<file path="src/rtl/mc_pkg.sv">
// mc_pkg: states, opcodes, ALU codes and opcode classifiers for the multicycle control unit
package mc_pkg;
  typedef enum logic [3:0] {
    FETCH_MAR = 4'd0,
    FETCH_RD  = 4'd1,
    FETCH_IR  = 4'd2,
    DECODE    = 4'd3,
    EX_R      = 4'd4,
    EX_I      = 4'd5,
    WB_ALU    = 4'd6,
    MEM_ADDR  = 4'd7,
    MEM_RD    = 4'd8,
    MEM_WR    = 4'd9,
    WB_MEM    = 4'd10,
    BRANCH    = 4'd11,
    JUMP      = 4'd12
  } state_t;

  localparam logic [5:0] OP_RTYPE  = 6'b000000;
  localparam logic [5:0] OP_CLZ    = 6'b011100;
  localparam logic [5:0] OP_ADDI   = 6'b001000;
  localparam logic [5:0] OP_ADDIU  = 6'b001001;
  localparam logic [5:0] OP_LW     = 6'b100011;
  localparam logic [5:0] OP_LB     = 6'b100000;
  localparam logic [5:0] OP_LBU    = 6'b100100;
  localparam logic [5:0] OP_SW     = 6'b101011;
  localparam logic [5:0] OP_SB     = 6'b101000;
  localparam logic [5:0] OP_BEQ    = 6'b000100;
  localparam logic [5:0] OP_REGIMM = 6'b000001;
  localparam logic [5:0] OP_BLEZ   = 6'b000110;
  localparam logic [5:0] OP_BGTZ   = 6'b000111;
  localparam logic [5:0] OP_J      = 6'b000010;

  localparam logic [2:0] ALU_FUNCT   = 3'd0;
  localparam logic [2:0] ALU_CMP_EQ  = 3'd1;
  localparam logic [2:0] ALU_CMP_LEZ = 3'd2;
  localparam logic [2:0] ALU_CMP_GTZ = 3'd3;
  localparam logic [2:0] ALU_CLZ     = 3'd4;
  localparam logic [2:0] ALU_ADD     = 3'd5;

  function automatic logic is_load(input logic [5:0] op);
    return op inside {OP_LW, OP_LB, OP_LBU};
  endfunction

  function automatic logic is_store(input logic [5:0] op);
    return op inside {OP_SW, OP_SB};
  endfunction

  function automatic logic is_byte(input logic [5:0] op);
    return op inside {OP_LB, OP_LBU, OP_SB};
  endfunction

  function automatic logic is_unsigned(input logic [5:0] op);
    return op inside {OP_LBU, OP_ADDIU};
  endfunction

  // FETCH_MAR doubles as the illegal-opcode target
  function automatic state_t decode_next(input logic [5:0] op);
    return op inside {OP_RTYPE, OP_CLZ} ? EX_R :
           op inside {OP_ADDI, OP_ADDIU} ? EX_I :
           (is_load(op) || is_store(op)) ? MEM_ADDR :
           op inside {OP_BEQ, OP_REGIMM, OP_BLEZ, OP_BGTZ} ? BRANCH :
           op == OP_J ? JUMP : FETCH_MAR;
  endfunction
endpackage

</file>
<file path="src/rtl/mem_wait_timer.sv">
// mem_wait_timer: counts memory wait cycles and flags the cycle that exhausts the budget
module mem_wait_timer #(
  parameter int MEM_TIMEOUT = 15,
  parameter int TMO_W = 4
) (
  input  logic clk,
  input  logic reset,
  input  logic busy,
  input  logic mem_ready,
  output logic timeout
);
  logic [TMO_W-1:0] cnt;
  // cleared outside memory states so every access starts from zero
  always_ff @(posedge clk)
    if (!reset || !busy) cnt <= '0;
    else if (!mem_ready) cnt <= cnt + TMO_W'(1);
  assign timeout = busy && !mem_ready && cnt == TMO_W'(MEM_TIMEOUT - 1);
endmodule

</file>
<file path="src/rtl/multicycle_control.sv">
// multicycle_control: fetch/decode/execute/memory/writeback sequencer for the MIPS-subset datapath
module multicycle_control
  import mc_pkg::*;
#(
  parameter int ALU_CODE_W = 6,
  parameter int MEM_TIMEOUT = 15,
  parameter int TMO_W = 4
) (
  input  logic                  clk,
  input  logic                  reset,
  input  logic [5:0]            opcode,
  input  logic                  cond_true,
  input  logic                  mem_ready,
  output logic                  mem_req,
  output logic                  mem_rw,
  output logic                  mar_load,
  output logic                  mdr_load,
  output logic                  ir_load,
  output logic                  pc_load,
  output logic [1:0]            pc_src,
  output logic                  reg_write,
  output logic                  reg_dst,
  output logic                  mem_to_reg,
  output logic                  flag_load,
  output logic [1:0]            alu_src,
  output logic [ALU_CODE_W-1:0] alu_code,
  output logic                  byte_op,
  output logic                  unsigned_op,
  output logic                  illegal,
  output logic                  bus_error,
  output logic [3:0]            state_dbg
);
  state_t state;
  logic [5:0] op_q, cur_op;
  logic busy, timeout, in_fetch;

  assign busy = state inside {FETCH_RD, MEM_RD, MEM_WR};
  assign in_fetch = state inside {FETCH_MAR, FETCH_RD, FETCH_IR};
  assign cur_op = state == DECODE ? opcode : op_q;
  assign state_dbg = state;

  mem_wait_timer #(.MEM_TIMEOUT(MEM_TIMEOUT), .TMO_W(TMO_W)) u_timer (
    .clk(clk),
    .reset(reset),
    .busy(busy),
    .mem_ready(mem_ready),
    .timeout(timeout)
  );

  // state sequencing and opcode capture; ready beats timeout in memory states
  always_ff @(posedge clk)
    if (!reset) begin
      state <= FETCH_MAR;
      op_q <= '0;
    end else begin
      if (state == DECODE) op_q <= opcode;
      case (state)
        FETCH_MAR: state <= FETCH_RD;
        FETCH_RD:  state <= mem_ready ? FETCH_IR : timeout ? FETCH_MAR : FETCH_RD;
        FETCH_IR:  state <= DECODE;
        DECODE:    state <= decode_next(opcode);
        EX_R:      state <= WB_ALU;
        EX_I:      state <= WB_ALU;
        MEM_ADDR:  state <= is_load(op_q) ? MEM_RD : MEM_WR;
        MEM_RD:    state <= mem_ready ? WB_MEM : timeout ? FETCH_MAR : MEM_RD;
        MEM_WR:    state <= (mem_ready || timeout) ? FETCH_MAR : MEM_WR;
        default:   state <= FETCH_MAR;
      endcase
    end

  // per-state control outputs, all forced low while reset is held
  always_comb begin
    mem_req = 1'b0;
    mem_rw = 1'b0;
    mar_load = 1'b0;
    mdr_load = 1'b0;
    ir_load = 1'b0;
    pc_load = 1'b0;
    pc_src = 2'd0;
    reg_write = 1'b0;
    reg_dst = 1'b0;
    mem_to_reg = 1'b0;
    flag_load = 1'b0;
    alu_src = 2'd0;
    alu_code = ALU_CODE_W'(ALU_FUNCT);
    illegal = 1'b0;
    bus_error = 1'b0;
    byte_op = reset && !in_fetch && is_byte(cur_op);
    unsigned_op = reset && !in_fetch && is_unsigned(cur_op);
    if (reset)
      case (state)
        FETCH_MAR: mar_load = 1'b1;
        FETCH_RD: begin
          mem_req = 1'b1;
          mem_rw = 1'b1;
          bus_error = timeout;
        end
        FETCH_IR: begin
          ir_load = 1'b1;
          pc_load = 1'b1;
        end
        DECODE: illegal = decode_next(opcode) == FETCH_MAR;
        EX_R: begin
          flag_load = 1'b1;
          alu_code = ALU_CODE_W'(op_q == OP_CLZ ? ALU_CLZ : ALU_FUNCT);
        end
        EX_I: begin
          flag_load = 1'b1;
          alu_src = op_q == OP_ADDIU ? 2'd2 : 2'd1;
          alu_code = ALU_CODE_W'(ALU_ADD);
        end
        WB_ALU: begin
          reg_write = 1'b1;
          mem_to_reg = 1'b1;
          reg_dst = op_q inside {OP_RTYPE, OP_CLZ};
        end
        MEM_ADDR: begin
          mar_load = 1'b1;
          alu_src = 2'd1;
          alu_code = ALU_CODE_W'(ALU_ADD);
        end
        MEM_RD: begin
          mem_req = 1'b1;
          mem_rw = 1'b1;
          mdr_load = mem_ready;
          bus_error = timeout;
        end
        MEM_WR: begin
          mem_req = 1'b1;
          bus_error = timeout;
        end
        WB_MEM: reg_write = 1'b1;
        BRANCH: begin
          pc_load = cond_true;
          pc_src = 2'd1;
          alu_code = ALU_CODE_W'(op_q == OP_BLEZ ? ALU_CMP_LEZ : op_q == OP_BGTZ ? ALU_CMP_GTZ : ALU_CMP_EQ);
        end
        JUMP: begin
          pc_load = 1'b1;
          pc_src = 2'd2;
        end
        default: ;
      endcase
  end
endmodule

</file>
<file path="config.mk">
export PLATFORM = sky130hd
export DESIGN_NAME = multicycle_control
export DESIGN_NICKNAME = d
export VERILOG_FILES = /design/src/rtl/mc_pkg.sv /design/src/rtl/mem_wait_timer.sv /design/src/rtl/multicycle_control.sv
export SDC_FILE = /design/constraint.sdc
export NUM_CORES = 1
export LEC_CHECK = 0
export CAP_MARGIN = 20
export CORE_AREA = 5 5 64 66
export DETAILED_ROUTE_END_ITERATION = 8
export DIE_AREA = 0 0 69 71
export GPL_TIMING_DRIVEN = 0
export PLACE_DENSITY = 0.67
export SYNTH_ARGS = -nofsm -noshare
export SYNTH_HDL_FRONTEND = slang
export SYNTH_SLANG_ARGS = --single-unit
</file>
<file path="constraint.sdc">
create_clock -name clk -period 3.1 [get_ports clk]
set_input_delay 0.31 -clock clk [delete_from_list [all_inputs] [get_ports clk]]
set_output_delay 0.31 -clock clk [all_outputs]
set_load 0.01 [all_outputs]
</file>
Word-level counts from Yosys, hierarchy flattened
Cells that the tools add are included.
{"block": "classes", "muxes": 47, "n_reduce_logical": 34, "n_eq_ne": 37, "add_sub_neg": 1}
{"cell": "$eq 6x6->1 const B", "count": 11}
{"cell": "$mux 4", "count": 8}
{"cell": "$pmux 4 s8", "count": 1}
{"cell": "$eq 6x3->1 const B", "count": 5}
{"cell": "$mux 1", "count": 25}
{"cell": "$eq 4x4->1 const B", "count": 6}
{"cell": "$eq 6x4->1 const B", "count": 4}
{"cell": "$eq 4x3->1 const B", "count": 4}
{"cell": "$reduce_bool 3->1", "count": 5}
{"cell": "$eq 6x5->1 const B", "count": 2}
{"cell": "$logic_not 6->1", "count": 2}
{"cell": "$mux 2", "count": 6}
{"cell": "$reduce_or 2->1", "count": 6}
{"cell": "$reduce_bool 2->1", "count": 5}
{"cell": "$pmux 3 s3", "count": 1}
{"cell": "$eq 4x2->1 const B", "count": 2}
{"cell": "$logic_not 4->1", "count": 2}
{"cell": "$pmux 2 s2", "count": 2}
{"cell": "$eq 6x1->1 const B", "count": 1}
{"cell": "$eq 6x2->1 const B", "count": 1}
{"cell": "$mux 3", "count": 2}
{"cell": "$mux 6", "count": 1}
{"cell": "$logic_and 1x1->1", "count": 5}
{"cell": "$add 4x1->4 const B", "count": 1}
{"cell": "6 further kinds", "count": 11}
{"block": "word_totals", "in_bits": 10, "out_inout_bits": 28, "regBits": 14, "wordCells": 122}

Logic depth before layout (Yosys ltp)
Gate-level depths: netlist of the first run.
{"block": "logic_depth", "depth_word": 9, "ltp_mapped": 6, "ltp_nobuf": 6}

By module
A second synthesis of the first run with hierarchy kept.
{"block": "unflattened", "cells_unflattened": 193, "hier_area_um2": 1438.9}
{"mod": "multicycle_control", "area_each_um2": 1248.7, "cells_per_inst": 172, "seq_area_each_um2": 200.2, "instances": 1}
{"mod": "mem_wait_timer", "area_each_um2": 190.2, "cells_per_inst": 21, "seq_area_each_um2": 80.1, "instances": 1}

Least setup slack after synthesis of the first run
OpenSTA, ideal clock, no wires.
{"block": "synth_path", "kind": "register -> output", "startpoint": "register state[1], in the netlist state_dbg[1]", "endpoint": "output reg_dst", "arrival_ns": 1.568, "n_path_buf": 1, "path_stages_with_launch": 6, "slack_ns": 1.222, "required_time_ns": 2.790, "path_cell_list": "dfxtp_1 clkbuf_1 nor2b_1 and3_1 o21ai_1 nor4_1"}
{"block": "synth_between", "elab_chain_cells": 3}
{"item": "from (decl)", "line": "multicycle_control.sv:33", "text": "state_t state;"}
{"item": "from (signal assigned)", "line": "multicycle_control.sv:59", "text": "FETCH_RD: state <= mem_ready ? FETCH_IR : timeout ? FETCH_MAR : FETCH_RD;"}
{"item": "from (signal assigned)", "line": "multicycle_control.sv:61", "text": "DECODE: state <= decode_next(opcode);"}
{"item": "from (signal assigned)", "line": "multicycle_control.sv:64", "text": "MEM_ADDR: state <= is_load(op_q) ? MEM_RD : MEM_WR;"}
{"item": "$eq 4x3->1", "line": "multicycle_control.sv:91", "text": "case (state)"}
{"item": "$mux 1", "line": "multicycle_control.sv:91"}
{"item": "$mux 1", "line": "multicycle_control.sv:90", "text": "if (reset)"}
{"item": "to (decl)", "line": "multicycle_control.sv:22", "text": "output logic reg_dst,"}
Every way passes these cells.

Worst setup path after layout of the first run
{"block": "layout_path", "startpoint": "input opcode[0]", "endpoint": "output illegal"}
{"block": "layout_between", "elab_chain_cells": 9, "elab_cells_between_ends": 28, "classes_between": "13 x eq/ne; 7 x mux; 8 x reduce/logical"}
{"item": "from (decl)", "line": "multicycle_control.sv:11", "text": "input logic [5:0] opcode,"}
{"item": "$eq 6x3->1, or another cell as far along", "line": "mc_pkg.sv:62", "text": "op inside {OP_BEQ, OP_REGIMM, OP_BLEZ, OP_BGTZ} ? BRANCH :"}
{"item": "$reduce_bool 4->1, or another cell as far along", "line": "mc_pkg.sv:62"}
{"item": "$mux 4 / $logic_or 1x1->1 (equally long branches)", "line": "mc_pkg.sv:62, mc_pkg.sv:61"}
{"item": "$mux 4", "line": "mc_pkg.sv:61", "text": "(is_load(op) || is_store(op)) ? MEM_ADDR :"}
{"item": "$mux 4", "line": "mc_pkg.sv:60", "text": "op inside {OP_ADDI, OP_ADDIU} ? EX_I :"}
{"item": "$mux 4 (*)", "line": "mc_pkg.sv:59", "text": "return op inside {OP_RTYPE, OP_CLZ} ? EX_R :"}
{"item": "$logic_not 4->1 (*)", "line": "multicycle_control.sv:102", "text": "DECODE: illegal = decode_next(opcode) == FETCH_MAR;"}
{"item": "$mux 1 (*)", "line": "multicycle_control.sv:91"}
{"item": "$mux 1 (*)", "line": "multicycle_control.sv:90"}
{"item": "to (decl)", "line": "multicycle_control.sv:29", "text": "output logic illegal,"}
Every way passes the cells marked *; elsewhere a longest branch is shown, timed or not.

==> implementation parameters, run 1 <==
Parameter                              Value

Timing
  Final max-slew violation count    0
  Upper clock frequency limit    0.352 GHz
  Final setup vio count    0
  Period utilisation layout    91.8%
  RSZ-0062 raised after global routing    false
  Worst hold slack after final layout    289 ps
  Final setup TNS    0 ps
  Final count of hold timing violations    0
  Clock Skew    3.91 ps
  Post-route minimum period    2840 ps
  Setup slack after layout    256 ps

Placed design
  Post-place instance area    1690 um^2
  Worst slack at placement    180 ps
  Final estimated routing congestion in global placement    0.830
  Sum of net half-perimeters after detailed placement    2810 um
  Number of I/O port buffers    30
  Number of cells in the design after placement    271

Power and ir drop
  Power density over the cells    260 nW/um^2
  Proportion of power drawn by the clock network    30.1%
  Power consumption    450 uW
  Sequential group share of total power    43.0%
  P_int    310 uW
  Reported net switching power    140 uW
  Switching share of power    31.1%
  Maximum resistive drop on vdd    0.148 mV
  Relative contribution of combinational cells to total power    26.9%
  Pleak    0.635 nW

Status
  Status    completed

Clocking
  Total number of clock tree sinks    14
  H-tree depth    1
  Max clock buf depth    2
  Clock tree from TritonCTS    built
  Clock transition at the registers of the reported paths    90 ps
  Count of buffers added by post-CTS timing repair for setup    0
  Root buffer selected by CTS    sky130_fd_sc_hd__clkbuf_4
  Number of buffers added by the clock tree synthesis step    3
  Source-to-sink clock delay at the later pin of the worst-skew pair    280 ps

Final layout
  Proportion of layout cells with a drive suffix above 1    8.37%
  Antenna Diode Count    0
  Fillcell total    370
  Share of the core filled with cells    49.1%
  Net count of the finished layout    240
  Post-Layout Cell Count    275
  Area growth from synthesis to layout    30.7%
  Post-route cell area    1730 um^2

Synth
  Distinct cell type count of the synthesized netlist    59
  Cells after Synth    191
  Synthesized-area fraction occupied by ao, oa, aoi and oai cells    23.1%
  Post-synthesis sequential element count    14
  Largest family of logic cells by synthesized area    simple AND/OR/NAND/NOR gates
  XOR/XNOR share of the synthesized area    3.31%
  Post-synthesis instance area    1320 um^2
  Cell type with the highest aggregate area in the netlist    sky130_fd_sc_hd__dfxtp_1
  Fraction of synthesized cell area taken by the top area cell type    21.2%
  Top cells by instance count after synthesis    sky130_fd_sc_hd__nand2_1, sky130_fd_sc_hd__nor2_1, sky130_fd_sc_hd__dfxtp_1
  Adder-cell share of the synthesized area    2.65%
  Most common cell in the synthesized netlist    sky130_fd_sc_hd__nand2_1
  Count of yosys warnings during synthesis    0
  Top post-synthesis cells by area    sky130_fd_sc_hd__dfxtp_1, sky130_fd_sc_hd__nand2_1, sky130_fd_sc_hd__nor2_1
  Prevailing post-synth register cell    sky130_fd_sc_hd__dfxtp_1
  Part of the Yosys area used for sequential elements    21.2%
  Share of synthesized flip-flops with an asynchronous set or reset    0%
  Simple-gate portion of the synthesized area    37.1%
  Mean post-synth cell area    6.92 um^2
  Multiplexer area fraction after synthesis    2.37%
  Count of flip-flops with a built-in enable after synthesis    0

GRT
  Antenna violations before repair    0
  Maximum number of pins on one net before global-route repair    11
  Number of global-route vias before repair    1316
  Leftover overflow at the end of global routing    0
  Total Routing Usage GR    14.8%
  Wire length of the first global-routing pass    6130 um

Hold path
  Number of cells on the worst hold path    3
  Critical hold path startpoint    opcode[5]
  End point of the worst hold path    op_q[5]
  Class of the tightest hold or removal check    in -> reg

Worst setup path
  Type of origin of the critical path    input port
  Peak fanout along the critical path    10
  Critical R2R Launch    state_dbg[2]
  Register-to-Register Path Depth    5
  Endpoint of the lowest-slack register-to-register path    state_dbg[2]
  Slack of the worst reg-to-reg path    1380 ps
  Sort of element at the end of the critical path    primary output
  Critical Setup Path Class    in -> out
  Data arrival time at the worst-slack endpoint    2530 ps
  Critical path required time    2790 ps

Floorplanning
  Die W    69 um
  Initial core utilization    37.5%
  Area of the die    4900 um^2
  I/O pin total    38
  Die Ht    71 um
  Row cnt    22
  Placeable core area    3520 um^2

Route
  Router iterations before antenna repair    4
  Number of DRC violations after detailed-routing iteration 0    102
  Overall routed net length    3660 um
  DRC errors left    0
  Post-route ant nets    0
  Average detailed-routed wire length per instance    13.3 um
  Routed via count divided by cell count    5.33
  DR vias    1466

Flow run
  Number of max-cap violations    0
-- layout make-up --
cell class                      count  area (um^2)  area share, %
Multi-Input combinational cell    150          917           53.0
Timing Repair Buffer               30          300           17.4
Sequential cell                    14          280           16.2
Buffer                             18         93.8           5.43
Tap cell                           48         60.1           3.47
Inverter                           11         41.3           2.39
Clock buffer                        4         36.3           2.10
-- state kept, by name, indices dropped and copies added, names as in the netlist --
register     flops
u_timer.cnt      4
op_q             6
state_dbg        4
-- power groups by stage --
stage | Sequential (mW) | Combinational, mW | Clock, mW
3_5_place_dp | 0.198 | 0.120 | 0
3_3_place_gp | 0.198 | 0.120 | 0
5_1_grt | 0.195 | 0.135 | 0.146
2_1_floorplan | 0.196 | 0.0797 | 0
4_1_cts | 0.193 | 0.121 | 0.138
6_report | 0.194 | 0.121 | 0.136
-- logic make-up after synthesis --
| group | count (synthesis) |
|---|---|
| AND/OR/NAND/NOR | 94 |
| AO/OA/AOI/OAI | 42 |
| flip-flops | 14 |
| buffers and inverters | 29 |
| XOR/XNOR | 5 |
| multiplexers | 3 |
| adder cells (fa/ha/maj) | 3 |
| other | 1 |
-- worst max path at each step --
stage | start | endpoint | depth (start not counted)
2_1_floorplan | state_dbg[1] | reg_dst | 5
3_3_place_gp | opcode[1] | illegal | 7
3_5_place_dp | opcode[0] | illegal | 7
4_1_cts | opcode[0] | illegal | 7
5_1_grt | state_dbg[0] | illegal | 5
6_report | opcode[0] | illegal | 7
-- worst max-delay path: stages --
cell,delay [ps]
sky130_fd_sc_hd__clkdlybuf4s50_1,570
sky130_fd_sc_hd__clkbuf_2,240
sky130_fd_sc_hd__mux2i_1,90
sky130_fd_sc_hd__a21oi_1,210
sky130_fd_sc_hd__a21oi_1,90
sky130_fd_sc_hd__nor4b_1,410
sky130_fd_sc_hd__clkdlybuf4s50_1,610
-- repair_timing --
| action | in CTS | in global routing |
|---|---|---|
| hold buffers | 0 | 0 |
| endpoints found under the setup margin | 0 | 1 |
| gates resized for setup | 0 | 4 |
-- metal layers --
metal	share of wire, %	vias up	global-route usage [%]	routed length, um
met5	0	-	0	0
met1	49	670	20.0	1800
li1	-	756	-	-
met4	1.1	0	3.69	42
met2	45	34	23.7	1660
met3	4.3	6	3.27	158
-- cells in the final DEF, fill, tap and decap left out, types with 5 or more instances in the layout --
master	synthesis	routed
sky130_fd_sc_hd__dfxtp_1	14	14
sky130_fd_sc_hd__a211oi_1	5	5
sky130_fd_sc_hd__nor3_1	8	8
sky130_fd_sc_hd__clkbuf_1	9	7
sky130_fd_sc_hd__nand3_1	7	7
sky130_fd_sc_hd__a21oi_1	9	9
sky130_fd_sc_hd__nor4_1	5	5
sky130_fd_sc_hd__nor2b_1	6	6
sky130_fd_sc_hd__nand2_1	25	25
sky130_fd_sc_hd__inv_1	9	9
sky130_fd_sc_hd__clkdlybuf4s50_1	0	30
sky130_fd_sc_hd__nor2_1	18	18
Note: power is estimated with default switching activity, not from simulation.
==> inputs of run 2 (changes only) <==
- CORE_AREA: 5 5 64 66 -> 2 2 61 63
- DIE_AREA: 0 0 69 71 -> 0 0 63 65
==> implementation parameters, run 2 (same netlist as run 1, synthesis figures left out) <==
Parameter                              Value

Power and ir drop
  Pleak    0.629 nW (-0.94%)
  Maximum resistive drop on vdd    0.114 mV (-22%)
  Power density over the cells    257 nW/um^2 (-1.4%)

Final layout
  Max reg flops    6 (unchanged)
  Net count of the finished layout    240 (unchanged)
  Share of the core filled with cells    49.4% (+0.31 points)
  Most frequent standard cell in the layout excluding fill and tap cells    sky130_fd_sc_hd__clkdlybuf4s50_1
  Register with the most flip-flops    op_q
  Proportion of layout cells with a drive suffix above 1    7.49% (-0.88 points)
  Commonest cells after routing, fill and taps aside    sky130_fd_sc_hd__clkdlybuf4s50_1, sky130_fd_sc_hd__nand2_1, sky130_fd_sc_hd__nor2_1
  Antenna Diode Count    0 (unchanged)
  Fillcell total    363 (-1.9%)
  Area growth from synthesis to layout    30.6%

Timing
  Period utilisation layout    95.8% (+4.1 points)
  Upper clock frequency limit    0.337 GHz (-4.2%)
  Final setup vio count    0 (unchanged)
  Final max-slew violation count    0 (unchanged)
  Worst hold slack after final layout    293 ps (+3.93 ps)
  Clock Skew    4.85 ps (+0.943 ps)
  RSZ-0062 raised after global routing    false
  Final setup TNS    0 ps (unchanged)
  Post-route minimum period    2970 ps (+126 ps)
  Final count of hold timing violations    0 (unchanged)

GRT
  Number of global-route vias before repair    1252 (-4.9%)
  Wire length of the first global-routing pass    5880 um (-4.2%)
  Maximum number of pins on one net before global-route repair    11 (unchanged)
  Antenna violations before repair    0 (unchanged)
  Leftover overflow at the end of global routing    0 (unchanged)
  Total Routing Usage GR    17.6% (+2.9 points)

Floorplanning
  Die Ht    65 um (-8.5%)
  I/O pin total    38 (unchanged)
  Initial core utilization    37.8% (+0.30 points)
  Area of the die    4100 um^2 (-16%)
  Placeable core area    3500 um^2 (-0.78%)
  Row cnt    22 (unchanged)
  Die W    63 um (-8.7%)

Route
  Post-route ant nets    0 (unchanged)
  Overall routed net length    3500 um (-4.4%)
  Routed via count divided by cell count    5.23 (-1.9%)
  Router iterations before antenna repair    5 (+1)
  DRC errors left    0 (unchanged)
  Average detailed-routed wire length per instance    12.7 um (-4.4%)
  Number of DRC violations after detailed-routing iteration 0    138 (+35%)
  DR vias    1438 (-1.9%)

Clocking
  Clock transition at the registers of the reported paths    90 ps (about the same)
  Count of buffers added by post-CTS timing repair for setup    0 (unchanged)
  Total number of clock tree sinks    14 (unchanged)
  Root buffer selected by CTS    sky130_fd_sc_hd__clkbuf_4
  Number of buffers added to fix hold violations after cts    0 (unchanged)
  Clock tree from TritonCTS    built
  H-tree depth    1 (unchanged)
  Number of buffers added by the clock tree synthesis step    3 (unchanged)
  Post-CTS Resized    0 (unchanged)
  Source-to-sink clock delay at the later pin of the worst-skew pair    280 ps (about the same)
  Max clock buf depth    2 (unchanged)

Worst setup path
  Critical path required time    2790 ps (about the same)
  Data arrival time at the worst-slack endpoint    2660 ps (+130 ps)
  Critical Setup Path Class    in -> out
  Type of origin of the critical path    input port
  Sort of element at the end of the critical path    primary output
  Peak fanout along the critical path    10 (unchanged)
  CP delay by family, top    buffers and inverters
  Crit-path cells    clkdlybuf4s50_1 > clkbuf_1 > mux2i_1 > a21oi_1 > a21oi_1 > nor4b_1 > clkdlybuf4s50_1
  Slowest cell delay on critical path    610 ps (about the same)
  Sum of buffers and inverters on the critical path    3 (unchanged)
  Library cell contributing the largest single delay on the critical path    sky130_fd_sc_hd__clkdlybuf4s50_1

Placed design
  Number of I/O port buffers    30 (unchanged)
  Final estimated routing congestion in global placement    0.839 (+1.2%)
  Sum of net half-perimeters after detailed placement    2640 um (-5.9%)

Hold path
  Class of the tightest hold or removal check    in -> reg

Flow run
  Number of max-cap violations    0 (unchanged)

Status
  Status    completed
## run 2: tightest hold or removal path: stages
cell and delay, ps:
sky130_fd_sc_hd__buf_6 110, sky130_fd_sc_hd__nand2_1 50, sky130_fd_sc_hd__a21oi_1 50
## run 2: metrics by stage
stage                     cell area, um^2  setup WS (ps)  cells  power [mW]
final                                1730            130    275       0.443
after global routing                 1730           3.86    275       0.471
after CTS                            1730            175    275       0.446
after detailed placement             1690            205    271       0.318
after global placement               1690            160    271       0.318
after floorplan                      1330           1220    193       0.276
## run 2: path summary, 6_finish.rpt
check / from / end / slack (ps) / cells past startpoint
setup / recovery: opcode[0] / illegal / 130 / 7
hold / removal: opcode[5] / op_q[5] / 290 / 3
setup reg to reg: state_dbg[2] / state_dbg[2] / 1390 / 5
hold reg to reg: u_timer.cnt[3] / u_timer.cnt[3] / 520 / 2
## run 2: cell type report
class	instances	area, um^2	share of cell area, %
sequential	14	280	16.2
timing repair buffer	30	300	17.4
clock buffer	4	36.3	2.10
multi-input combinational	150	917	53.1
tap	48	60.1	3.48
buffer	18	91.3	5.29
inverter	11	41.3	2.39
## run 2: layer usage
metal | part of all wire (%) | track usage [%]
met1 | 50 | 24.9
met3 | 5.7 | 1.39
met2 | 44 | 27.7
met5 | 0 | 0
met4 | 0.77 | 6.94
## run 2: report_power, final
group / switching (mW) / leakage (nW) / internal, mW
clock: 0.0576 / 0.0210 / 0.0714
sequential: 0.00815 / 0.114 / 0.185
combinational: 0.0678 / 0.495 / 0.0530
total: 0.134 / 0.629 / 0.310
==> inputs of run 3 (changes only) <==
- SLEW_MARGIN: unset -> 30
==> results of run 3 <==
The final DEF is identical to that of run 2; final timing and power are the same.
